==> config.mk <==
export PLATFORM = sky130hd
export DESIGN_NAME = fetch_prefetch
export DESIGN_NICKNAME = d
export VERILOG_FILES = /design/src/rtl/fetch_prefetch.sv
export SDC_FILE = /design/constraint.sdc
export NUM_CORES = 1
export LEC_CHECK = 0
export BUFFER_PORTS_ARGS = -buffer_cell sky130_fd_sc_hd__buf_2
export CORE_ASPECT_RATIO = 1.2
export CORE_MARGIN = 3
export CORE_UTILIZATION = 45
export DETAILED_ROUTE_END_ITERATION = 16
export GPL_TIMING_DRIVEN = 1
export PLACE_DENSITY = 0.73
export SETUP_SLACK_MARGIN = 0.15
export SYNTH_ARGS = -nofsm -noshare
export SYNTH_HDL_FRONTEND = slang
export SYNTH_SLANG_ARGS = --single-unit
==> constraint.sdc <==
create_clock -name clk -period 5.4 [get_ports clk]
set_input_delay 0.81 -clock clk [delete_from_list [all_inputs] [get_ports clk]]
set_output_delay 0.81 -clock clk [all_outputs]
set_load 0.01 [all_outputs]
==> src/rtl/fetch_prefetch.sv <==
// fetch_prefetch: PC generator with a DEPTH-entry {PC, instruction} prefetch queue toward decode
// Ports: clk, reset (sync, active-low); PCSrc_F/PCBranch_F redirect and flush;
// imem_addr_F/imem_data_F combinational instruction-memory access;
// instr_D/pc_D/valid_D queue head toward decode, ready_D decode accept.
module fetch_prefetch #(
    parameter int N = 64,
    parameter int DEPTH = 4,
    parameter int INC = 4,
    parameter logic [N-1:0] RESET_PC = '0
) (
    input  logic         clk,
    input  logic         reset,
    input  logic         PCSrc_F,
    input  logic [N-1:0] PCBranch_F,
    output logic [N-1:0] imem_addr_F,
    input  logic [31:0]  imem_data_F,
    output logic [31:0]  instr_D,
    output logic [N-1:0] pc_D,
    output logic         valid_D,
    input  logic         ready_D
);
    localparam int AW = $clog2(DEPTH);
    localparam int CW = $clog2(DEPTH + 1);
    logic [N-1:0]  pc;
    logic [AW-1:0] wp, rp;
    logic [CW-1:0] cnt;
    logic [N-1:0]  pc_mem [DEPTH];
    logic [31:0]   ins_mem [DEPTH];
    logic          pop, push;
    always_comb begin
        valid_D     = cnt != '0;
        pop         = valid_D & ready_D;
        push        = !PCSrc_F & (cnt < CW'(DEPTH) | pop);
        imem_addr_F = pc;
        instr_D     = valid_D ? ins_mem[rp] : '0;
        pc_D        = valid_D ? pc_mem[rp] : '0;
    end
    // flush beats any same-cycle pop; reset beats everything
    always_ff @(posedge clk) begin
        if (!reset) begin
            pc  <= RESET_PC;
            cnt <= '0;
            wp  <= '0;
            rp  <= '0;
        end else if (PCSrc_F) begin
            pc  <= {PCBranch_F[N-1:2], 2'b00};
            cnt <= '0;
            wp  <= '0;
            rp  <= '0;
        end else begin
            if (push) begin
                pc <= pc + N'(INC);
                wp <= wp + AW'(1);
            end
            if (pop)
                rp <= rp + AW'(1);
            cnt <= cnt + CW'(push) - CW'(pop);
        end
    end
    // storage is never cleared; pointers alone define the live entries
    always_ff @(posedge clk) begin
        if (reset && push) begin
            pc_mem[wp]  <= pc;
            ins_mem[wp] <= imem_data_F;
        end
    end
endmodule

==> impl_metrics.ini <==
[global_route]
grt_max_degree = 97
grt_overflow_total = 0
gr-usage-all-layers = 0.2003
grt_pass1_vias = 11060
antenna_found_initial = 1
grt_pass1_wl_um = 66150

[clocking]
hold_buffers = 0
clkLatencyLatePin_ns = 0.55
root_buffer = clkbuf_16
cts_buffers = 45
cts.sinks = 447
path_clk_slew_ns = 0.06
cts_tree = done
cts_setup_buffers = 0
clockBufferDepth = 3
ctsResizeCount = 0
htreeDepth = 2

[job]
maxCapViolCount = 0

[worst_setup_path]
r2r-end = imem_addr_F[48]
max_stage_delay_ns = 0.99
start_kind = register
reg2reg_depth = 5
critPathBufInv = 2
endpoint = pc_D[21]
path_class = register to primary output
cp.required_ns = 4.59
rr_startpoint = imem_addr_F[34]
crit_path_max_fanout = 45
end_kind = primary output
path_delay_family = flip-flops
regToRegSetupSlack_ns = 2.12
worstPathCellList = buf_4 > mux4_2 > and2_1 > buf_2
crit_slowest_cell = dfxtp_4
cp_num_cells = 4
cp_data_arrival_time_ns = 2.90

[sta]
relSlewSlack = 0.2030
clock_skew_ns = 0.02075
setup_viol = 0
finalSetupTns_ns = 0
worst_pin_slew_ns = 1.185
drv_slew = 0
hold_violations = 0
period_needed_ns = 3.707
fin_crit_sh = 0.6864
fmax_ghz = 0.2698
rsz0062_at_grt = no

[yosys]
synth.top_cell.area_share = 0.6133
synth_seq_cells = 447
synth_edf_count = 376
synthDistinctLibCells = 57
netlist_area_mm2 = 0.01841
ys_warn_count = 0
syn_inst = 1138
yosys.area.top_type = edfxtp_1
async_flop_share = 0
synth-main-ff-cell = edfxtp_1
syn_area_per_cell_um2 = 16.18
netlist_top_cells_area = edfxtp_1 (61%), mux4_2 (12%), dfxtp_1 (7.7%)
ys_seq_area_frac = 0.6905

[power_and_ir_drop]
p_leak_nw = 7.640
power_mw = 7.742
ir_drop_v = 0.0002529
p_per_area_mw_per_mm2 = 355.5

[detailed_routing]
first_pass_iters = 4
drt_iter0_drc = 785
drc = 0
num_vias = 11080
routedWlPerCell_um = 22.38
drt-total-wl_um = 43860
antenna_left = 0
via_per_inst = 5.652

[placed_design]
dpl_cell_area_mm2 = 0.02024
io_buffers = 254
dp_hpwl_um = 27490
place.gp.congestion = 0.8086

[floorplanning]
rows = 80
ios = 261
start_util = 0.4598
die_x_um = 190.6
die_area_mm2 = 0.04338
dieHeight_um = 227.6
core_mm2 = 0.04004

[layout]
drive_gt1_frac = 0.3149
area_delta_synth_final_pct = 18.32
postLayoutCellArea_mm2 = 0.02178
final_cell_mix = edfxtp_1 (376), buf_2 (254), and2_1 (105)
fillCellCount = 3196
nNetsFinal = 1497
layout_commonest_cell = edfxtp_1

[worst_hold_path]
hp-class = primary input to register

[outcome]
outcome = finished clean
## cell type report
cell class / count / area [um2] / area share
Clock buffer: 67 / 1311 / 0.06020
Timing Repair Buffer: 268 / 1426 / 0.06549
Multi-Input combinational cell: 610 / 5360 / 0.2461
Sequential cell: 447 / 12720 / 0.5840
Inverter: 17 / 63.81 / 0.002930
Antenna cell: 1 / 2.502 / 0.0001149
Tap cell: 533 / 666.9 / 0.03062
Clock inverter: 17 / 230.2 / 0.01057
## power breakdown
group | switching [mW] | internal [mW] | total, mW
combinational | 0.319 | 0.248 | 0.567
clock | 1.28 | 1.93 | 3.21
sequential | 0.110 | 3.85 | 3.96
total | 1.71 | 6.03 | 7.74
## state kept, by name, indices dropped and copies added (netlist names), named ones only
register and cells:
rp 2, pc_mem 248, cnt 3, ins_mem 128, imem_addr_F 62, wp 2
## per-stage QoR
| step | instances | hold slack (ns) | setup WS [ns] | utilization |
|---|---|---|---|---|
| finish | 1960 | 0.4807 | 1.693 | 0.5440 |
| global route | 1959 | 0.4600 | 1.450 | 0.5439 |
| global placement | 1875 | 0.4754 | 2.100 | 0.5054 |
| CTS | 1959 | 0.4484 | 1.553 | 0.5439 |
| detailed placement | 1875 | 0.4952 | 2.102 | 0.5054 |
| floorplan | 1141 | 0.4647 | 1.235 | - |
## per-layer routing
layer	wire length, um	vias to the layer above	GRT usage
met5	0	-	0
met4	1307	0	0.06630
met3	3054	73	0.03419
met2	21510	424	0.3328
met1	17990	5592	0.2722
li1	-	4989	-
## worst min-delay path by stage
| stage | slack [ns] | startpoint | endpoint | cells after the start |
|---|---|---|---|---|
| after floorplan | 0.46 | wp[1] | wp[1] | 2 |
| after global placement | 0.48 | wp[1] | wp[1] | 2 |
| after detailed placement | 0.50 | wp[1] | wp[1] | 2 |
| after CTS | 0.45 | imem_data_F[20] | ins_mem[1][20] | 1 |
| after global routing | 0.46 | imem_data_F[0] | ins_mem[3][0] | 1 |
| final | 0.48 | imem_data_F[20] | ins_mem[1][20] | 1 |
## logic make-up after synthesis
logic type,count (synthesis),share of synthesized area
AOI/OAI and AO/OA,130,0.04622
xor gates and xnor gates,33,0.01570
adders and majority gates,8,0.005845
buffers and inverters,84,0.02025
DFF,447,0.6905
muxes,94,0.1150
other,1,0.0002037
and+or+nand+nor,341,0.1062
## Yosys cell counts, types with 17 or more instances
library cell	instances
nand4_1	25
a21oi_1	17
nand2_1	63
clkbuf_1	45
o21ai_0	49
mux4_2	94
nor2_1	27
nand3_1	23
and2_1	105
dfxtp_1	71
xnor2_1	22
edfxtp_1	376
Power figures use the tool's default switching activity.
